===== src/rtl/speed_pkg.sv =====
// Shared types and defaults for the speed meter: FSM states, default wheel
// factor and clamp ceiling, and the legal range of the averaging depth.
package speed_pkg;

    typedef enum logic [2:0] {
        IDLE      = 3'd0,
        WAIT_FREE = 3'd1,
        ISSUE     = 3'd2,
        WAIT_ACK  = 3'd3,
        WAIT_RES  = 3'd4,
        DONE_ZERO = 3'd5
    } state_t;

    // Wheel factor in Q8.8, roughly 73.728.
    localparam logic [15:0] DEF_CONST     = 16'h49BA;
    localparam int          DEF_SPEED_MAX = 99;

    // Averaging over 2..8 periods is supported.
    function automatic bit avg_log2_ok(input int v);
        return (v >= 1) && (v <= 3);
    endfunction

endpackage


===== src/rtl/speed_meter_if.sv =====
// Divider handshake bundle. The speed meter is the master: it drives the
// operands and the one-cycle start pulse; the shared divider answers with
// busy, a one-cycle ready and the quotient. Handshake: start is honoured only
// when busy is low; busy high acknowledges the start; ready marks the cycle
// in which dividerres holds the result.
interface speed_meter_if #(
    parameter int WIDTH = 16
);
    logic             busy;
    logic             ready;
    logic [WIDTH-1:0] dividerres;
    logic [WIDTH-1:0] dividend;
    logic [WIDTH-1:0] divisor;
    logic             div_start;

    modport master (
        output dividend, divisor, div_start,
        input  busy, ready, dividerres
    );

    modport slave (
        input  dividend, divisor, div_start,
        output busy, ready, dividerres
    );
endinterface


===== src/rtl/period_avg.sv =====
// Moving average of reed periods: ring buffer of the last 2^AVG_LOG2 periods,
// running sum, fill level and the armed flag that discards the first
// (partial) period after reset or a stall.
module period_avg #(
    parameter int WIDTH    = 16,
    parameter int AVG_LOG2 = 2
) (
    input  logic             i_clk,
    input  logic             i_rst_n,
    input  logic             i_reed,
    input  logic [WIDTH-1:0] i_period,
    input  logic             i_clear,
    output logic             o_store,
    output logic [WIDTH-1:0] o_avg,
    output logic             o_no_data
);

    localparam int DEPTH  = 1 << AVG_LOG2;
    localparam int SUM_W  = WIDTH + AVG_LOG2;
    localparam int FILL_W = AVG_LOG2 + 1;

    logic [WIDTH-1:0]    r_ring [DEPTH];
    logic [AVG_LOG2-1:0] r_wr_ptr;
    logic [SUM_W-1:0]    r_sum;
    logic [FILL_W-1:0]   r_fill;
    logic                r_armed;
    logic [WIDTH-1:0]    r_latest;

    logic [WIDTH-1:0]    w_oldest;
    logic [SUM_W-1:0]    w_sum_next;
    logic                w_full;
    logic [WIDTH-1:0]    w_avg;

    // Slots not yet written hold zero, so the oldest entry can always be
    // subtracted from the sum without checking the fill level.
    assign w_oldest   = r_ring[r_wr_ptr];
    assign w_sum_next = r_sum - SUM_W'(w_oldest) + SUM_W'(i_period);
    assign w_full     = (r_fill == FILL_W'(DEPTH));
    assign w_avg      = w_full ? r_sum[SUM_W-1:AVG_LOG2] : r_latest;

    assign o_store    = i_reed && r_armed && !i_clear;
    assign o_avg      = w_avg;
    assign o_no_data  = (r_fill == '0) || (w_avg == '0);

    // Ring, sum and fill update on stored periods; a stall wipes everything.
    always_ff @(posedge i_clk or negedge i_rst_n) begin
        if (!i_rst_n) begin
            for (int i = 0; i < DEPTH; i++) r_ring[i] <= '0;
            r_wr_ptr <= '0;
            r_sum    <= '0;
            r_fill   <= '0;
            r_armed  <= 1'b0;
            r_latest <= '0;
        end else if (i_clear) begin
            for (int i = 0; i < DEPTH; i++) r_ring[i] <= '0;
            r_wr_ptr <= '0;
            r_sum    <= '0;
            r_fill   <= '0;
            r_latest <= '0;
            // A reed coinciding with the stall starts a fresh period.
            r_armed  <= i_reed;
        end else if (i_reed) begin
            if (r_armed) begin
                r_ring[r_wr_ptr] <= i_period;
                r_wr_ptr         <= r_wr_ptr + AVG_LOG2'(1);
                r_sum            <= w_sum_next;
                r_latest         <= i_period;
                if (!w_full) r_fill <= r_fill + FILL_W'(1);
            end else begin
                r_armed <= 1'b1;
            end
        end
    end

endmodule


===== src/rtl/speed_meter.sv =====
// Bike-computer speed block: counts time-base ticks between reed pulses,
// detects stalls, and on request computes (circ*CONST)/avg_period on the
// shared divider, clamping the quotient to SPEED_MAX.
module speed_meter
    import speed_pkg::*;
#(
    parameter int          WIDTH     = 16,
    parameter int          SPEED_W   = 12,
    parameter logic [15:0] CONST     = DEF_CONST,
    parameter int          AVG_LOG2  = 2,
    parameter int          TIMEOUT   = (1 << WIDTH) - 1,
    parameter int          SPEED_MAX = DEF_SPEED_MAX
) (
    input  logic               clk,
    input  logic               rst,
    input  logic               en,
    input  logic               reed,
    input  logic [7:0]         circ,
    input  logic               start,
    speed_meter_if.master      div,
    output logic [SPEED_W-1:0] speed,
    output logic               valid,
    output logic               stalled
);

    if (!avg_log2_ok(AVG_LOG2)) begin : g_avg_log2_illegal
        $error("speed_meter: AVG_LOG2 must be in 1..3");
    end

    localparam logic [WIDTH-1:0] TIMEOUT_V = WIDTH'(TIMEOUT);

    logic [WIDTH-1:0]   r_cnt;
    logic [WIDTH-1:0]   r_numerator;
    logic               r_stalled;
    state_t             r_state;
    state_t             w_next;
    logic [SPEED_W-1:0] r_speed;
    logic               r_valid;
    logic [WIDTH-1:0]   r_dividend;
    logic [WIDTH-1:0]   r_divisor;
    logic               r_div_start;

    logic [WIDTH+7:0]   w_cico;
    logic               w_at_timeout;
    logic               w_store;
    logic [WIDTH-1:0]   w_avg;
    logic               w_no_data;
    logic [SPEED_W-1:0] w_clamped;

    // circ*CONST is Q16.8; the integer part is the divider numerator.
    assign w_cico       = (WIDTH + 8)'(circ) * (WIDTH + 8)'(CONST);
    assign w_at_timeout = (r_cnt == TIMEOUT_V);
    // Clamp looks at every quotient bit, not just the ones that fit in speed.
    assign w_clamped    = (div.dividerres > WIDTH'(SPEED_MAX)) ? SPEED_W'(SPEED_MAX)
                                                               : div.dividerres[SPEED_W-1:0];

    period_avg #(
        .WIDTH    (WIDTH),
        .AVG_LOG2 (AVG_LOG2)
    ) u_period_avg (
        .i_clk     (clk),
        .i_rst_n   (rst),
        .i_reed    (reed),
        .i_period  (r_cnt),
        .i_clear   (w_at_timeout),
        .o_store   (w_store),
        .o_avg     (w_avg),
        .o_no_data (w_no_data)
    );

    // Registered numerator, refreshed every cycle from the current circ.
    always_ff @(posedge clk or negedge rst) begin
        if (!rst) r_numerator <= '0;
        else      r_numerator <= WIDTH'(w_cico >> 8);
    end

    // Tick counter: reed restarts it (even with a tick in the same cycle), saturates at TIMEOUT.
    always_ff @(posedge clk or negedge rst) begin
        if (!rst)                         r_cnt <= '0;
        else if (reed)                    r_cnt <= '0;
        else if (en && r_cnt < TIMEOUT_V) r_cnt <= r_cnt + WIDTH'(1);
    end

    // Stall flag: set once the counter saturates, cleared by the next stored period.
    always_ff @(posedge clk or negedge rst) begin
        if (!rst)              r_stalled <= 1'b0;
        else if (w_at_timeout) r_stalled <= 1'b1;
        else if (w_store)      r_stalled <= 1'b0;
    end

    // FSM state register.
    always_ff @(posedge clk or negedge rst) begin
        if (!rst) r_state <= IDLE;
        else      r_state <= w_next;
    end

    // FSM next-state logic; start is only looked at in IDLE.
    always_comb begin
        w_next = r_state;
        case (r_state)
            IDLE:      if (start) w_next = WAIT_FREE;
            WAIT_FREE: begin
                if (w_no_data)     w_next = DONE_ZERO;
                else if (!div.busy) w_next = ISSUE;
            end
            ISSUE:     w_next = WAIT_ACK;
            WAIT_ACK:  if (div.busy)  w_next = WAIT_RES;
            WAIT_RES:  if (div.ready) w_next = IDLE;
            DONE_ZERO: w_next = IDLE;
            default:   w_next = IDLE;
        endcase
    end

    // Datapath registers: operand latch and start pulse in ISSUE, result capture at the end.
    always_ff @(posedge clk or negedge rst) begin
        if (!rst) begin
            r_speed     <= '0;
            r_valid     <= 1'b0;
            r_dividend  <= '0;
            r_divisor   <= '0;
            r_div_start <= 1'b0;
        end else begin
            r_div_start <= 1'b0;
            case (r_state)
                IDLE:      if (start) r_valid <= 1'b0;
                ISSUE: begin
                    r_dividend  <= r_numerator;
                    r_divisor   <= w_avg;
                    r_div_start <= 1'b1;
                end
                WAIT_RES: begin
                    if (div.ready) begin
                        r_speed <= w_clamped;
                        r_valid <= 1'b1;
                    end
                end
                DONE_ZERO: begin
                    r_speed <= '0;
                    r_valid <= 1'b1;
                end
                default: ;
            endcase
        end
    end

    assign div.dividend  = r_dividend;
    assign div.divisor   = r_divisor;
    assign div.div_start = r_div_start;
    assign speed         = r_speed;
    assign valid         = r_valid;
    assign stalled       = r_stalled;

endmodule


===== src/flat_wrapper.sv =====
// flat-port wrapper written by rule: the top's interface ports become plain ports
module speed_meter_flat import speed_pkg::*;
#(
    parameter int          WIDTH     = 16,
    parameter int          SPEED_W   = 12,
    parameter logic [15:0] CONST     = DEF_CONST,
    parameter int          AVG_LOG2  = 2,
    parameter int          TIMEOUT   = (1 << WIDTH) - 1,
    parameter int          SPEED_MAX = DEF_SPEED_MAX
)
  (clk, rst, en, reed, circ, start, speed, valid, stalled, div_dividend, div_divisor, div_div_start, div_busy, div_ready, div_dividerres);
  speed_meter_if #(.WIDTH(WIDTH)) div_i ();
  input  logic clk;
  input  logic rst;
  input  logic en;
  input  logic reed;
  input  logic [7:0] circ;
  input  logic start;
  output logic [SPEED_W-1:0] speed;
  output logic valid;
  output logic stalled;
  output wire logic [$bits(div_i.dividend)-1:0] div_dividend;
  output wire logic [$bits(div_i.divisor)-1:0] div_divisor;
  output wire logic [$bits(div_i.div_start)-1:0] div_div_start;
  input wire logic [$bits(div_i.busy)-1:0] div_busy;
  input wire logic [$bits(div_i.ready)-1:0] div_ready;
  input wire logic [$bits(div_i.dividerres)-1:0] div_dividerres;
  assign div_dividend = div_i.dividend;
  assign div_divisor = div_i.divisor;
  assign div_div_start = div_i.div_start;
  assign div_i.busy = div_busy;
  assign div_i.ready = div_ready;
  assign div_i.dividerres = div_dividerres;
  speed_meter #(.WIDTH(WIDTH), .SPEED_W(SPEED_W), .CONST(CONST), .AVG_LOG2(AVG_LOG2), .TIMEOUT(TIMEOUT), .SPEED_MAX(SPEED_MAX)) u_core (.clk(clk), .rst(rst), .en(en), .reed(reed), .circ(circ), .start(start), .div(div_i), .speed(speed), .valid(valid), .stalled(stalled));
endmodule

===== config.mk =====
export PLATFORM = sky130hd
export DESIGN_NAME = speed_meter_flat
export DESIGN_NICKNAME = d
export VERILOG_FILES = /design/src/rtl/speed_pkg.sv /design/src/rtl/speed_meter_if.sv /design/src/rtl/period_avg.sv /design/src/rtl/speed_meter.sv /design/src/flat_wrapper.sv
export SDC_FILE = /design/constraint.sdc
export NUM_CORES = 1
export LEC_CHECK = 0
export CAP_MARGIN = 20
export CORE_ASPECT_RATIO = 0.8
export CORE_MARGIN = 2
export CORE_UTILIZATION = 45
export DETAILED_ROUTE_END_ITERATION = 8
export GPL_TIMING_DRIVEN = 0
export MAX_ROUTING_LAYER = met4
export SYNTH_ARGS = -nofsm -noshare
export SYNTH_HDL_FRONTEND = slang
export SYNTH_SLANG_ARGS = --single-unit

===== constraint.sdc =====
create_clock -name clk -period 9.2 [get_ports clk]
set_clock_uncertainty 0.15 [all_clocks]
set_input_delay 2.3 -clock clk [delete_from_list [all_inputs] [get_ports clk]]
set_output_delay 2.3 -clock clk [all_outputs]
set_load 0.02 [all_outputs]

==> summary.txt <==
Yosys
  – Syn Area/Cell: 9.53 um^2
  – Largest area contributor in the netlist: dfrtp_1
  – Syn_nets: 1311
  – EDFF count, synth: 0
  – Most numerous cell in the Yosys netlist: dfrtp_1
  – Synth Register Bits: 184
  – Top post-synthesis cells by area: dfrtp_1, ha_1, fa_1
  – Seq/Total Area, Yosys: 0.415
  – Async set or reset register ratio after synthesis: 1.00
  – Cell area after synthesis: 11100 um^2
  – Library cells used by synthesis: 59
  – Top cell type's share of synthesized area: 0.415
  – Synth cell count leaders: dfrtp_1, nand2_1, a21oi_1, inv_1, nand3_1
  – Ys Warns: 0
  – Mapped Cells: 1164
  – Top FF cell, synth: dfrtp_1

Run status
  – Status: finished clean

Setup path
  – Worst path max stage delay: 0.59 ns
  – Reg-to-Reg Start: u_core.u_period_avg.r_wr_ptr[1]
  – Worst Setup End Kind: flop
  – Slowest CP cell: clkdlybuf4s50_1
  – Worst R2R Setup Slack: 4.54 ns
  – Critical Path Source: circ[6]
  – Most frequent CP cell: fa_1
  – CP Data Arrival Time: 6.84 ns
  – Critical R2R Capture: u_core.u_period_avg.r_sum[16]
  – Worst-path fanout max: 7
  – Setup crit end: u_core.r_numerator[12]
  – Crit path launch type: primary input
  – Worst Reg-to-Reg Cells: 13
  – Crit-path cells: clkdlybuf4s50_1 -> ha_1 -> inv_1 -> fa_1 -> fa_1 -> fa_1 -> inv_1 -> ha_1 -> a2111oi_0 -> o21ai_1 -> a41oi_2 -> nor3b_1 -> o31a_1 -> o21ai_0 -> a21oi_1
  – CP Data Required Time: 9.36 ns
  – Crit path kind: in -> reg

CTS
  – H-tree depth: 4
  – Setup bufs post-CTS: 0
  – Post-CTS Resized: 0
  – Number of buffers created by CTS: 17
  – Clk slew on worst S/H paths: 0.07 ns
  – Clk_lat worst skew: 0.43 ns
  – CTS sink count: 184
  – Clk root buf: clkbuf_16
  – Max Root-Sink Buffers: 2
  – Post-CTS Hold Buffers: 0
  – CTS tree: done

Floorplanning
  – Core ar.: 24200 um^2
  – Initial Util: 0.457
  – Row count: 51
  – IO Count: 78
  – Die area: 25900 um^2
  – Die X: 180 um
  – Die extent in y: 144 um

Power
  – PwrDens: 302 nW/um^2
  – Maximum VDD drop: 0.184 mV
  – Static Leak: 5.91 nW
  – Tot Pwr: 3.90 mW

Cells and area
  – Diodes inserted: 0
  – Area Growth Syn to Fin: 16.2%
  – Filler instances: 2240
  – Area of the multi-input gates: 5690 um^2
  – Fin util: 0.532
  – Layout cells sized above 1: 0.0755
  – Nets: 1406
  – FF/Latch Area: 4600 um^2

STA
  – Max-slew headroom: 0.417
  – Max Fclk: 150 MHz
  – Setup TNS: 0 ns
  – RSZ-0062 raised after global routing: no
  – Final Hold Vio Count: 0
  – Max Slew Vio Count: 0
  – Min Tclk post-route: 6.67 ns
  – Setup violators final: 0
  – Final period utilization: 0.726
  – Final WS setup: 2.53 ns
  – Slew @ Worst Pin: 0.874 ns
  – Fin Hold WS: 0.327 ns

Drt
  – Via Count: 8596
  – Antenna-violating nets left: 0
  – DRT iter0 DRCs: 684
  – DR WL/cell: 17.9 um
  – # DRC: 0
  – DRT Pass-1 Iters: 5
  – Final WL: 28400 um
  – Via/cell ratio: 5.41

GRT
  – Vias in the first global route: 8346
  – First-pass GRT wire length: 46100 um
  – Total congestion overflow: 0
  – Largest net degree at the start of global routing: 113
  – Initial antenna violation count: 0
  – Global-route total usage across every layer: 0.235

Placement
  – Placer Congestion: 0.857
  – HPWL Detailed: 21100 um
  – Pre-CTS setup slack: 2.07 ns
  – I/O Buffers: 75

Hold path
  – Worst hold-check path type: reg -> reg

Job
  – Max cap viols: 0
cells by family (layout without fill, tap and decap cells):
logic type	after synthesis	after routing	share of synthesized area
compound gates	200	200	0.103
fa+ha+maj	116	116	0.159
other cells	1	1	0.000338
buf+inv	197	304	0.0714
flops	184	184	0.415
xor+xnor	42	42	0.0332
mux	50	50	0.0649
simple gates	374	374	0.154
cell usage in the layout, fill, tap and decap left out, types with 17 or more instances in the layout:
cell type,count
dfrtp_1,184
nand2_1,154
a21oi_1,134
inv_1,125
nand3_1,82
ha_1,75
clkdlybuf4s50_1,74
nor2_1,65
clkbuf_1,43
fa_1,41
xnor2_1,34
o21ai_0,21
mux2i_1,19
clkbuf_16,17
worst max-delay path: cells and delay by family:
kind	cells	cell delay, ns
compound gates	6	1.49
fa+ha+maj	5	2.21
buf+inv	3	0.70
simple gates	1	0.12
worst min-delay path by stage:
| stage | slack (ns) | to | startpoint | cells past startpoint |
|---|---|---|---|---|
| final | 0.33 | u_core.div.dividend[0] | u_core.r_numerator[0] | 1 |
| after global routing | 0.34 | u_core.div.dividend[8] | u_core.r_numerator[8] | 1 |
| after CTS | 0.33 | u_core.div.dividend[0] | u_core.r_numerator[0] | 1 |
| after detailed placement | 0.31 | u_core.div.dividend[9] | u_core.r_numerator[9] | 1 |
| after global placement | 0.31 | u_core.div.dividend[11] | u_core.r_numerator[11] | 1 |
| after floorplan | 0.30 | u_core.div.dividend[10] | u_core.r_numerator[10] | 1 |
sequential cells by signal, summed over array words and instances, names as in the netlist, 2 cells and up:
register and count:
u_core.u_period_avg.r_wr_ptr 2, u_core.r_state 3, u_core.speed 12, u_core.u_period_avg.r_sum 18, u_core.u_period_avg.r_latest 16, u_core.r_numerator 15
u_core.u_period_avg.r_ring 64, u_core.u_period_avg.r_fill 3, u_core.div.divisor 16, u_core.div.dividend 15, u_core.r_cnt 16
power breakdown:
| part | internal, mW | total [mW] | switching (mW) |
|---|---|---|---|
| sequential | 1.01 | 1.15 | 0.139 |
| clock | 0.464 | 0.785 | 0.321 |
| combinational | 0.838 | 1.96 | 1.12 |
layout make-up:
class / instances / share of cell area
multi-input combinational: 783 / 0.442
timing repair buffer: 76 / 0.0608
clock inverter: 10 / 0.0130
sequential: 184 / 0.357
inverter: 125 / 0.0364
tap: 318 / 0.0309
clock buffer: 21 / 0.0349
buffer: 72 / 0.0250
through the flow:
step / std cells / area, um^2
2_1_floorplan: 1164 / 11100
3_3_place_gp: 1557 / 12200
3_5_place_dp: 1558 / 12300
4_1_cts: 1589 / 12900
5_1_grt: 1589 / 12900
6_report: 1589 / 12900
routing by layer:
metal | part of all wire | track usage | wire [um]
met1 | 0.50 | 0.346 | 14100
met2 | 0.44 | 0.342 | 12400
met3 | 0.061 | 0.0476 | 1720
met4 | 0.0070 | 0.0394 | 199
met5 | 0 | - | 0
Note: power is estimated with default switching activity, not from simulation.
